File: src/rtl/instr_buffer.sv
// Instruction buffer between fetch and decode: a DEPTH-entry FIFO of {instr, pc}.
// Optional zero-latency bypass when empty is enabled by defining INSTR_BUFFER_BYPASS_EN.
module instr_buffer #(
  parameter int DEPTH  = 8,
  parameter int DATA_W = 32,
  parameter int PC_W   = 32
) (
  input  logic                       clk,
  input  logic                       reset,
  input  logic                       fetch_valid,
  input  logic [DATA_W-1:0]          fetch_instr,
  input  logic [PC_W-1:0]            fetch_pc,
  output logic                       fetch_ready,
  output logic                       dec_valid,
  output logic [DATA_W-1:0]          dec_instr,
  output logic [PC_W-1:0]            dec_pc,
  input  logic                       dec_ready,
  input  logic                       flush,
  output logic [$clog2(DEPTH):0]     count
);

  // DEPTH must be a power of two (>= 2) so the pointers wrap naturally.
  localparam int AW = $clog2(DEPTH);
  localparam int CW = AW + 1;

  logic [DATA_W-1:0] mem_instr [DEPTH];
  logic [PC_W-1:0]   mem_pc    [DEPTH];

  logic [AW-1:0] rd_ptr;
  logic [AW-1:0] wr_ptr;
  logic [CW-1:0] count_q;

  logic full;
  logic empty;
  logic bypass_take;
  logic push;
  logic pop;

  assign full  = (count_q == CW'(DEPTH));
  assign empty = (count_q == '0);
  assign count = count_q;

  // Registered-state only; held low while reset is asserted.
  assign fetch_ready = !reset && !full;

`ifdef INSTR_BUFFER_BYPASS_EN
  // Decode consumes the fetch word directly, so it never enters storage.
  assign bypass_take = empty && !flush && !reset && fetch_valid && dec_ready;
`else
  assign bypass_take = 1'b0;
`endif

  assign push = fetch_valid && fetch_ready && !flush && !bypass_take;
  assign pop  = !empty && dec_ready && !flush;

  always_ff @(posedge clk or posedge reset) begin
    if (reset) begin
      rd_ptr  <= '0;
      wr_ptr  <= '0;
      count_q <= '0;
    end else if (flush) begin
      rd_ptr  <= '0;
      wr_ptr  <= '0;
      count_q <= '0;
    end else begin
      if (push) wr_ptr <= wr_ptr + AW'(1);
      if (pop)  rd_ptr <= rd_ptr + AW'(1);
      case ({push, pop})
        2'b10:   count_q <= count_q + CW'(1);
        2'b01:   count_q <= count_q - CW'(1);
        default: count_q <= count_q;
      endcase
    end
  end

  always_ff @(posedge clk) begin
    if (push) begin
      mem_instr[wr_ptr] <= fetch_instr;
      mem_pc[wr_ptr]    <= fetch_pc;
    end
  end

  always_comb begin
    dec_valid = 1'b0;
    dec_instr = '0;
    dec_pc    = '0;
    if (!empty) begin
      dec_valid = 1'b1;
      dec_instr = mem_instr[rd_ptr];
      dec_pc    = mem_pc[rd_ptr];
    end
`ifdef INSTR_BUFFER_BYPASS_EN
    else if (!reset && !flush) begin
      dec_valid = fetch_valid;
      if (fetch_valid) begin
        dec_instr = fetch_instr;
        dec_pc    = fetch_pc;
      end
    end
`endif
  end

endmodule

File: config.mk
export PLATFORM = sky130hd
export DESIGN_NAME = instr_buffer
export DESIGN_NICKNAME = d
export VERILOG_FILES = /design/src/rtl/instr_buffer.sv
export SDC_FILE = /design/constraint.sdc
export NUM_CORES = 1
export LEC_CHECK = 0
export BUFFER_PORTS_ARGS = -buffer_cell sky130_fd_sc_hd__buf_2
export CAP_MARGIN = 40
export CORE_MARGIN = 2
export CORE_UTILIZATION = 40
export CTS_CLUSTER_SIZE = 12
export DETAILED_ROUTE_END_ITERATION = 7
export HOLD_SLACK_MARGIN = 0.12
export PLACE_DENSITY = 0.6
export REMOVE_ABC_BUFFERS = 1
export SLEW_MARGIN = 0
export SYNTH_ARGS = -nofsm -noshare
export SYNTH_HDL_FRONTEND = slang
export SYNTH_SLANG_ARGS = --single-unit
File: constraint.sdc
create_clock -name clk -period 5.9 [get_ports clk]
set_clock_uncertainty 0.1 [all_clocks]
set_input_delay 0 -clock clk [delete_from_list [all_inputs] [get_ports clk]]
set_output_delay 0 -clock clk [all_outputs]
set_load 0.005 [all_outputs]
==> results of run 1 <==
-- metrics by stage --
stage | instance area (µm²) | total power [mW] | cells
after floorplan | 19900 | 5.69 | 853
after global placement | 21700 | 6.17 | 1683
after detailed placement | 21900 | 6.24 | 1690
after CTS | 24000 | 9.18 | 1841
after global routing | 24000 | 9.44 | 1842
final | 24000 | 9.03 | 1842
-- logic make-up after synthesis --
logic type | count (synthesis) | synth area share (%)
AOI/OAI and AO/OA | 16 | 0.752
xor gates and xnor gates | 7 | 0.373
adders and majority gates | 5 | 0.298
buffers and inverters | 50 | 1.16
DFF | 522 | 77.6
muxes | 192 | 17.5
and+or+nand+nor | 106 | 2.32
-- cells in the final DEF, fill, tap and decap left out, types with 5 or more instances in the layout --
cell and instances:
inv_1 5, buf_2 138, buf_4 18, clkbuf_1 19, mux4_2 128, mux2i_1 64
nand2_1 8, dlygate4sd3_1 70, edfxtp_1 512, clkbuf_16 52, nor2_4 6, dfrtp_1 7
buf_16 6, clkinv_1 6, nor2_1 73
-- how the worst max path moves through the flow --
stage | endpoint | slack [ns] | depth (start not counted)
final | dec_pc[12] | 2.69 | 6
after global routing | dec_pc[12] | 2.49 | 6
after CTS | dec_pc[12] | 2.58 | 6
after detailed placement | mem_pc[3][16] | 2.67 | 5
after global placement | mem_instr[7][9] | 2.56 | 5
after floorplan | count[2] | -0.63 | 5
-- synth_stat cells (2+ instances only) --
cell type and instances:
buf_6 2, mux4_2 128, edfxtp_1 512, dfrtp_1 10
nand3_1 3, mux2i_1 64, nand2_1 8, a21oi_1 3
nor2_1 79, nor2b_1 2, nor3_1 3, xor2_1 3
buf_1 12, ha_1 4, clkbuf_1 9, buf_2 21
inv_1 5, nand2b_1 3, xnor2_1 3
-- registers in the layout (all words and copies together) (netlist names) --
register   flops
mem_instr    256
mem_pc       256
count          4
rd_ptr         3
wr_ptr         3
-- power groups by stage --
stage	Combinational (mW)	Clock [mW]	Sequential, mW
finish	1.92	2.89	4.22
global route	2.11	3.10	4.23
floorplan	1.23	0	4.46
global placement	1.80	0	4.37
CTS	1.99	2.96	4.23
detailed placement	1.94	0	4.30
-- routing by layer --
metal  vias up  global-route usage (%)
met5         -                       0
met4         6                    3.78
met1      4984                    21.8
li1       4201                       -
met3        40                    2.71
met2       198                    25.9
-- final cells by class --
type	count	share of cell area [%]
diodes	1	0.0104
clock buffers	72	5.77
clock inverters	9	0.234
inverters	5	0.0781
multi-input cells	326	18.1
flip-flops and latches	522	65.1
well taps	672	3.50
repair buffers	235	7.29
-- critical path, stage by stage, from the launching register on --
cell     delay, ns
dfrtp_4       0.77
buf_16        0.30
buf_4         0.40
mux4_2        0.57
mux2i_1       0.27
nor2_1        0.06
buf_2         0.13
-- what timing repair did --
action,CTS,global route
buffers inserted,0,0
hold buffers,70,0
hold endpoints to repair,532,0
==> flow_metrics.py, run 1 <==
metrics = {
    "status": {
        "status": "finished, final reports clean",
    },
    "worst_setup_path": {
        "r2r_slack_ns": 2.74,
        "crit_path_max_fanout": 29,
        "crit_type": "flop to output pin",
        "reg2reg_depth": 5,
        "rr_startpoint": "count[1]",
        "cp.required_ns": 5.80,
        "crit_arrival_ns": 3.11,
        "critPathCaptureType": "output pin",
        "start_kind": "flop",
        "r2r_end": "mem_pc[3][16]",
        "crit_path_start": "rd_ptr[0]",
    },
    "layout": {
        "final_net_count": 1214,
        "fillers": 4088,
        "register_area_um2": 15600,
        "drive_gt1_share_pct": 31.5,
        "final_util_pct": 48.1,
        "multi_input_area_um2": 4340,
        "areaGrowthSynthToFinish_pct": 19.4,
    },
    "cts": {
        "cts_made_buffers": 51,
        "root_buffer": "clkbuf_16",
        "cts.sinks": 522,
        "clk_pin_slew_ns": 0.06,
        "h-tree-depth": 2,
        "clkLatencyLatePin_ns": 0.56,
        "cts_resized": 0,
        "tritoncts": "done",
        "clockBufferDepth": 3,
    },
    "floorplanning": {
        "core_um2": 50000,
        "num_rows": 82,
        "fp.dieW_um": 228,
        "die_h_um": 228,
        "fp.dieArea_um2": 52100,
        "initial_core_util_pct": 40.3,
        "io_pins": 139,
    },
    "routing": {
        "wl_met2_mm": 20.0,
        "met1_length_mm": 18.0,
        "final_antenna_net_count": 0,
        "route.detailed.drc": 0,
        "dr.pass1.iters": 4,
        "viasPerCell": 5.12,
        "met3WireLength_mm": 1.73,
        "routed_wirelength_mm": 40.2,
        "drtIter0Drc": 727,
        "wl_per_cell_um": 21.8,
        "vias": 9429,
        "routed.top_layer": "met5",
    },
    "grt": {
        "antenna_found_initial": 4,
        "grt_start_max_net_pins": 53,
        "grt_pass1_vias": 10359,
        "grt_pass1_wl_mm": 62.8,
        "gr-total-overflow": 0,
        "grt_use_total_pct": 15.6,
    },
    "placement": {
        "dp_hpwl_mm": 23.9,
        "io_buffers": 138,
        "globalplace.congestion": 0.737,
        "place_ws_ns": 2.67,
    },
    "yosys": {
        "synth_edf_count": 512,
        "netlist_area_um2": 20100,
        "yosysUniqueCellTypes": 43,
        "synth_ff_type": "edfxtp_1",
        "yosysWarnings": 0,
        "synthTopCellsByArea": "edfxtp_1 (76%), mux4_2 (14%), mux2i_1 (3.2%), nor2_1 (1.5%), dfrtp_1 (1.2%)",
        "synthArstFlopShare_pct": 1.92,
        "ys_ff_latch": 522,
        "yosysSeqAreaShare_pct": 77.6,
        "syn_inst": 898,
        "synth_top_area_share_pct": 76.4,
        "yosysTopAreaCell": "edfxtp_1",
        "syn_avg_cell_area_um2": 22.4,
    },
    "timing": {
        "fmax_mhz": 312,
        "min_period_ns": 3.21,
        "slew_viol_final": 0,
        "period_share_pct": 54.3,
        "slew_headroom_pct": 42.8,
        "rsz0062_at_grt": "false",
        "hold_viol": 0,
        "layout_setup_ws_ns": 2.69,
        "worst_pin_slew_ns": 0.859,
        "whs_ns": 0.157,
        "setup_viol": 0,
        "tns_ns": 0,
    },
    "hold_path": {
        "hp-start": "fetch_instr[0]",
        "hold_path_class": "input pin to flop",
        "hold_path_end": "mem_instr[3][0]",
        "hold_depth": 2,
    },
    "power_and_ir_drop": {
        "netSwitchingPower_mw": 2.29,
        "netSwitchingFraction_pct": 25.4,
        "peakVddDrop_mv": 0.241,
        "p_leak_nw": 7.63,
        "p_int_mw": 6.73,
        "power.density_nw_per_um2": 376,
        "power.share.sequential_pct": 46.8,
        "combPwrFrac_pct": 21.3,
        "pwr-share-clk_pct": 32.0,
    },
    "flow_run": {
        "max_cap_violations": 0,
    },
}
Note: power is estimated with default switching activity, not from simulation.
==> run 2: changes to the inputs <==
==> constraint.sdc (replaced) <==
create_clock -name clk -period 2.83 [get_ports clk]
set_clock_uncertainty 0.1 [all_clocks]
set_input_delay 0 -clock clk [delete_from_list [all_inputs] [get_ports clk]]
set_output_delay 0 -clock clk [all_outputs]
set_load 0.005 [all_outputs]
==> run 2 against run 1 <==
  * Largest cell class unchanged
  * Critical path type unchanged
  * First-iteration DRC count grew 0.55%
  * Cell count up 3.2%
  * Clock power grew 120%
  * Utilization grew 1.4 points
  * Combinational power increased by 120%
==> flow_metrics.py, run 2 (synthesized netlist as in run 1, its figures left out) <==
metrics = {
    "power_and_ir_drop": {
        "peakVddDrop_mv": 0.564,
        "power.share.sequential_pct": 45.3,
        "power.density_nw_per_um2": 779,
        "p_leak_nw": 7.93,
        "netSwitchingPower_mw": 4.90,
        "combPwrFrac_pct": 22.1,
        "p_total_mw": 19.3,
        "netSwitchingFraction_pct": 25.4,
        "pwr-share-clk_pct": 32.5,
        "p_int_mw": 14.4,
    },
    "layout": {
        "drive_gt1_share_pct": 31.9,
        "final_cell_mix": "edfxtp_1 (512), buf_2 (138), mux4_2 (128), dlygate4sd3_1 (106), nor2_1 (73)",
        "layout_commonest_cell": "edfxtp_1",
        "final_net_count": 1266,
        "areaGrowthSynthToFinish_pct": 22.9,
    },
    "routing": {
        "viasPerCell": 5.11,
        "route.detailed.drc": 0,
        "wl_per_cell_um": 21.6,
        "vias": 9723,
        "routed_wirelength_mm": 41.0,
        "final_antenna_net_count": 0,
        "drtIter0Drc": 731,
        "dr.pass1.iters": 6,
    },
    "floorplanning": {
        "die_h_um": 228,
        "num_rows": 82,
        "core_um2": 50000,
        "io_pins": 139,
        "fp.dieW_um": 228,
        "fp.dieArea_um2": 52100,
        "initial_core_util_pct": 40.3,
    },
    "timing": {
        "slew_headroom_pct": 63.0,
        "hold_viol": 0,
        "period_share_pct": 95.1,
        "setup_viol": 0,
        "slew_viol_final": 0,
        "whs_ns": 0.142,
        "fmax_mhz": 372,
        "rsz0062_at_grt": "false",
        "tns_ns": 0,
        "layout_setup_ws_ns": 0.139,
        "worst_pin_slew_ns": 0.555,
        "min_period_ns": 2.69,
    },
    "cts": {
        "h-tree-depth": 2,
        "cts_made_buffers": 53,
        "clkLatencyLatePin_ns": 0.58,
        "tritoncts": "done",
        "root_buffer": "clkbuf_16",
        "clockBufferDepth": 3,
        "cts.sinks": 522,
        "clk_pin_slew_ns": 0.06,
    },
    "hold_path": {
        "hold_path_class": "input pin to flop",
        "hold_depth": 2,
    },
    "worst_setup_path": {
        "crit_path_max_fanout": 64,
        "reg2reg_depth": 8,
        "crit_type": "flop to output pin",
        "crit_arrival_ns": 2.59,
        "cp.required_ns": 2.73,
        "critPathCaptureType": "output pin",
        "start_kind": "flop",
    },
    "flow_run": {
        "max_cap_violations": 0,
    },
    "grt": {
        "grt_start_max_net_pins": 65,
        "antenna_found_initial": 5,
        "grt_use_total_pct": 15.9,
        "grt_pass1_vias": 10356,
        "grt_pass1_wl_mm": 62.3,
        "gr-total-overflow": 0,
    },
    "status": {
        "status": "finished, final reports clean",
    },
    "placement": {
        "io_buffers": 138,
        "dp_hpwl_mm": 22.5,
        "globalplace.congestion": 0.718,
        "place_ws_ns": 0.236,
    },
}
[run 2: cell count changes in the layout (fill, tap and decap cells not counted), sizes merged]
| cell | change |
|---|---|
| inv | -1 |
| diode | +2 |
| clkinv | +6 |
| clkbuf | +1 |
| clkinvlp | +1 |
| buf | +14 |
| dlygate4sd3 | +36 |
[run 2: per-layer routing]
metal | GRT usage [%] | up-vias | routed length, µm
li1 | - | 4333 | -
met1 | 21.9 | 5131 | 18500
met2 | 26.0 | 198 | 20000
met3 | 3.32 | 55 | 1770
met4 | 3.98 | 6 | 699
met5 | 0 | - | 29
[run 2: power groups by stage]
| stage | Combinational, mW | Sequential, mW | Clock [mW] |
|---|---|---|---|
| 5_1_grt | 4.66 | 8.75 | 6.74 |
| 3_3_place_gp | 4.15 | 8.92 | 0 |
| 6_report | 4.26 | 8.74 | 6.27 |
| 2_1_floorplan | 1.75 | 9.14 | 0 |
| 4_1_cts | 4.31 | 8.77 | 6.45 |
| 3_5_place_dp | 4.18 | 8.93 | 0 |
[run 2: what timing repair did]
item | 4_1_cts | 5_1_grt
setup endpoints to repair | 4 | 23
endpoints found under the hold margin | 532 | 0
hold buffers | 106 | 0
buffers inserted | 0 | 4
gates resized for setup | 1 | 0
[run 2: cell type report]
type / count / area, µm²
Antenna cell: 3 / 7.51
Multi-Input combinational cell: 326 / 4340
Sequential cell: 522 / 15600
Tap cell: 672 / 841
Clock inverter: 15 / 77.6
Clock buffer: 73 / 1450
Timing Repair Buffer: 285 / 2360
Fill cell: 4131 / 25200
Inverter: 5 / 18.8
[run 2: final timing paths]
check / startpoint / to / slack, ns
setup reg to reg: count[0] / count[2] / 0.21
hold / removal: fetch_pc[11] / mem_pc[7][11] / 0.14
hold reg to reg: wr_ptr[0] / wr_ptr[0] / 0.51
max in group asynchronous: reset / rd_ptr[2] / 1.88
min in group asynchronous: reset / rd_ptr[0] / 0.42
setup / recovery: count[0] / dec_instr[22] / 0.14
[run 2: metrics by stage]
| step | instance area [µm²] | std cells | util, % |
|---|---|---|---|
| after floorplan | 19900 | 853 | - |
| after global placement | 22100 | 1700 | 44.2 |
| after detailed placement | 22100 | 1700 | 44.2 |
| after CTS | 24700 | 1894 | 49.4 |
| after global routing | 24700 | 1900 | 49.5 |
| final | 24700 | 1901 | 49.5 |
[run 2: worst max-delay path, cell delays in order (launching register included)]
cell,delay (ns)
dfrtp_1,0.51
buf_4,0.22
nor4_2,0.47
buf_12,0.39
nor2_1,0.21
buf_2,0.17
==> run 3: changes to the inputs <==
--- a/config.mk
+++ b/config.mk
@@ -8,11 +8,11 @@
 export BUFFER_PORTS_ARGS = -buffer_cell sky130_fd_sc_hd__buf_2
 export CAP_MARGIN = 40
 export CORE_MARGIN = 2
-export CORE_UTILIZATION = 40
+export CORE_UTILIZATION = 54
 export CTS_CLUSTER_SIZE = 12
 export DETAILED_ROUTE_END_ITERATION = 7
 export HOLD_SLACK_MARGIN = 0.12
-export PLACE_DENSITY = 0.6
+export PLACE_DENSITY = 0.76
 export REMOVE_ABC_BUFFERS = 1
 export SLEW_MARGIN = 0
 export SYNTH_ARGS = -nofsm -noshare
==> run 3 against run 2 <==
  * Count of clock-buffer cells in the layout fell by 2
  * Setup slack better by 0.021 ns
  * Register-to-register slack is essentially flat
  * Design area fell by 3.3%
  * Die area fell by 26%
  * Sequential cell count is the same
  * Worst hold slack is essentially flat
  * Wire length shrank 1.0%
  * Combinational power is 4% lower
  * Clock power fell by 4.3%
  * Via count fell by 0.50%
  * First-iteration DRC count increased by 1.5%
  * Highest routed layer is now met4
==> flow_metrics.py, run 3 (synthesized netlist as in run 1, its figures left out) <==
metrics = {
    "timing": {
        "fmax_mhz": 374,
        "slew_viol_final": 0,
        "slew_headroom_pct": 51.2,
        "layout_setup_ws_ns": 0.159,
        "hold_viol": 0,
        "rsz0062_at_grt": "false",
        "whs_ns": 0.142,
        "min_period_ns": 2.67,
        "worst_pin_slew_ns": 0.732,
        "period_share_pct": 94.4,
        "setup_viol": 0,
    },
    "placement": {
        "place_ws_ns": 0.173,
        "globalplace.congestion": 0.774,
        "dp_hpwl_mm": 22.8,
        "io_buffers": 138,
    },
    "routing": {
        "drtIter0Drc": 742,
        "final_antenna_net_count": 0,
        "wl_per_cell_um": 24.7,
        "route.detailed.drc": 0,
        "routed_wirelength_mm": 40.6,
        "vias": 9674,
        "viasPerCell": 5.89,
        "dr.pass1.iters": 4,
    },
    "cts": {
        "clockBufferDepth": 3,
        "cts.sinks": 522,
        "clkLatencyLatePin_ns": 0.56,
        "post_cts.repair.setup_buffers": 0,
        "root_buffer": "clkbuf_16",
        "tritoncts": "done",
        "cts_made_buffers": 51,
        "h-tree-depth": 2,
        "clk_pin_slew_ns": 0.05,
    },
    "floorplanning": {
        "io_pins": 139,
        "num_rows": 70,
        "initial_core_util_pct": 54.9,
        "die_h_um": 197,
        "fp.dieW_um": 197,
        "core_um2": 36700,
        "fp.dieArea_um2": 38800,
    },
    "layout": {
        "areaGrowthSynthToFinish_pct": 18.8,
        "final_net_count": 1220,
        "drive_gt1_share_pct": 32.0,
        "layout_commonest_cell": "edfxtp_1",
        "register_area_um2": 15600,
        "multi_input_area_um2": 4340,
        "final_cell_mix": "edfxtp_1 (512), buf_2 (138), mux4_2 (128), nor2_1 (73), dlygate4sd3_1 (71)",
        "fillers": 2404,
    },
    "power_and_ir_drop": {
        "peakVddDrop_mv": 0.543,
        "p_leak_nw": 7.67,
        "power.density_nw_per_um2": 787,
        "p_total_mw": 18.8,
    },
    "worst_setup_path": {
        "crit_arrival_ns": 2.57,
        "cp_slowest_stage_delay_ns": 0.63,
        "critPathCaptureType": "output pin",
        "crit_type": "flop to output pin",
        "cp_top_family": "multiplexers",
        "rr_startpoint": "count[1]",
        "path_buf_inv": 2,
        "slowest_stage": "dfrtp_4",
        "worstPathCellList": "buf_12 > mux4_2 > mux2i_1 > nor2_1 > buf_2",
        "cp.required_ns": 2.73,
        "crit_path_max_fanout": 31,
        "crit_path_start": "rd_ptr[0]",
        "start_kind": "flop",
    },
    "grt": {
        "gr-total-overflow": 0,
        "antenna_found_initial": 1,
        "grt_use_total_pct": 21.8,
        "grt_pass1_vias": 10380,
        "grt_start_max_net_pins": 63,
        "grt_pass1_wl_mm": 62.8,
    },
    "status": {
        "status": "finished, final reports clean",
    },
    "hold_path": {
        "hold_path_class": "input pin to flop",
        "hp-start": "fetch_pc[25]",
    },
    "flow_run": {
        "max_cap_violations": 0,
    },
}
==> run 3: cell count changes in the layout (fill, tap and decap cells not counted), moves of 2 or more <==
cell / previous run / this run
dlygate4sd3_1: 106 / 71
buf_4: 16 / 11
clkinv_2: 6 / 1
buf_12: 24 / 20
clkbuf_16: 55 / 53
dfrtp_1: 7 / 5
dfrtp_2: 0 / 2
diode_2: 3 / 1
==> run 3: routing by layer <==
layer	vias to the layer above	wire length [µm]	GRT usage, %
met4	0	759	5.24
met5	-	0	0
met1	5061	16300	29.9
met2	328	21200	37.4
li1	4217	-	-
met3	68	2350	3.38
==> run 3: stage by stage <==
step                util (%)  cell area [µm²]  setup TNS, ns  instances
floorplan                  -            19900       -1291.55        853
global placement        59.3            21800              0       1491
detailed placement      59.3            21800              0       1491
CTS                     65.2            23900              0       1641
global route            65.2            23900              0       1642
finish                  65.2            23900              0       1642
==> run 3: final cells by class <==
cell class | instances | share of cell area (%)
sequential | 522 | 65.4
multi-input combinational | 326 | 18.1
timing repair buffer | 241 | 7.92
clock buffer | 71 | 5.83
tap | 468 | 2.45
clock inverter | 8 | 0.214
inverter | 5 | 0.0784
antenna | 1 | 0.0105
==> run 3: worst reg2reg max path, stage by stage, from the launching register on <==
cell and delay (ns):
dfrtp_2 0.52, o41a_1 0.54, o21ai_1 0.22, nor2_1 0.13, xor2_1 0.17, ha_1 0.24
o221ai_1 0.20, a211oi_1 0.11, a311o_1 0.28
==> run 3: power by group <==
part	leakage (nW)	internal, mW	switching [mW]	total (mW)
clock network	0.696	3.39	2.61	6.00
logic	2.23	2.08	1.99	4.07
registers	4.74	8.60	0.161	8.76
==> run 3: final timing paths <==
check,endpoint,slack [ns],cells after the start
max,dec_pc[14],0.16,5
min,mem_pc[7][25],0.14,2
max reg2reg,count[2],0.20,8
min reg2reg,wr_ptr[0],0.50,2
max in group asynchronous,rd_ptr[1],1.86,4
min in group asynchronous,rd_ptr[2],0.44,4
==> run 3: what timing repair did <==
action                     4_1_cts  5_1_grt
hold buffers                    71        0
setup endpoints to repair        0       23
hold endpoints to repair       532        0
resized for setup                0        3
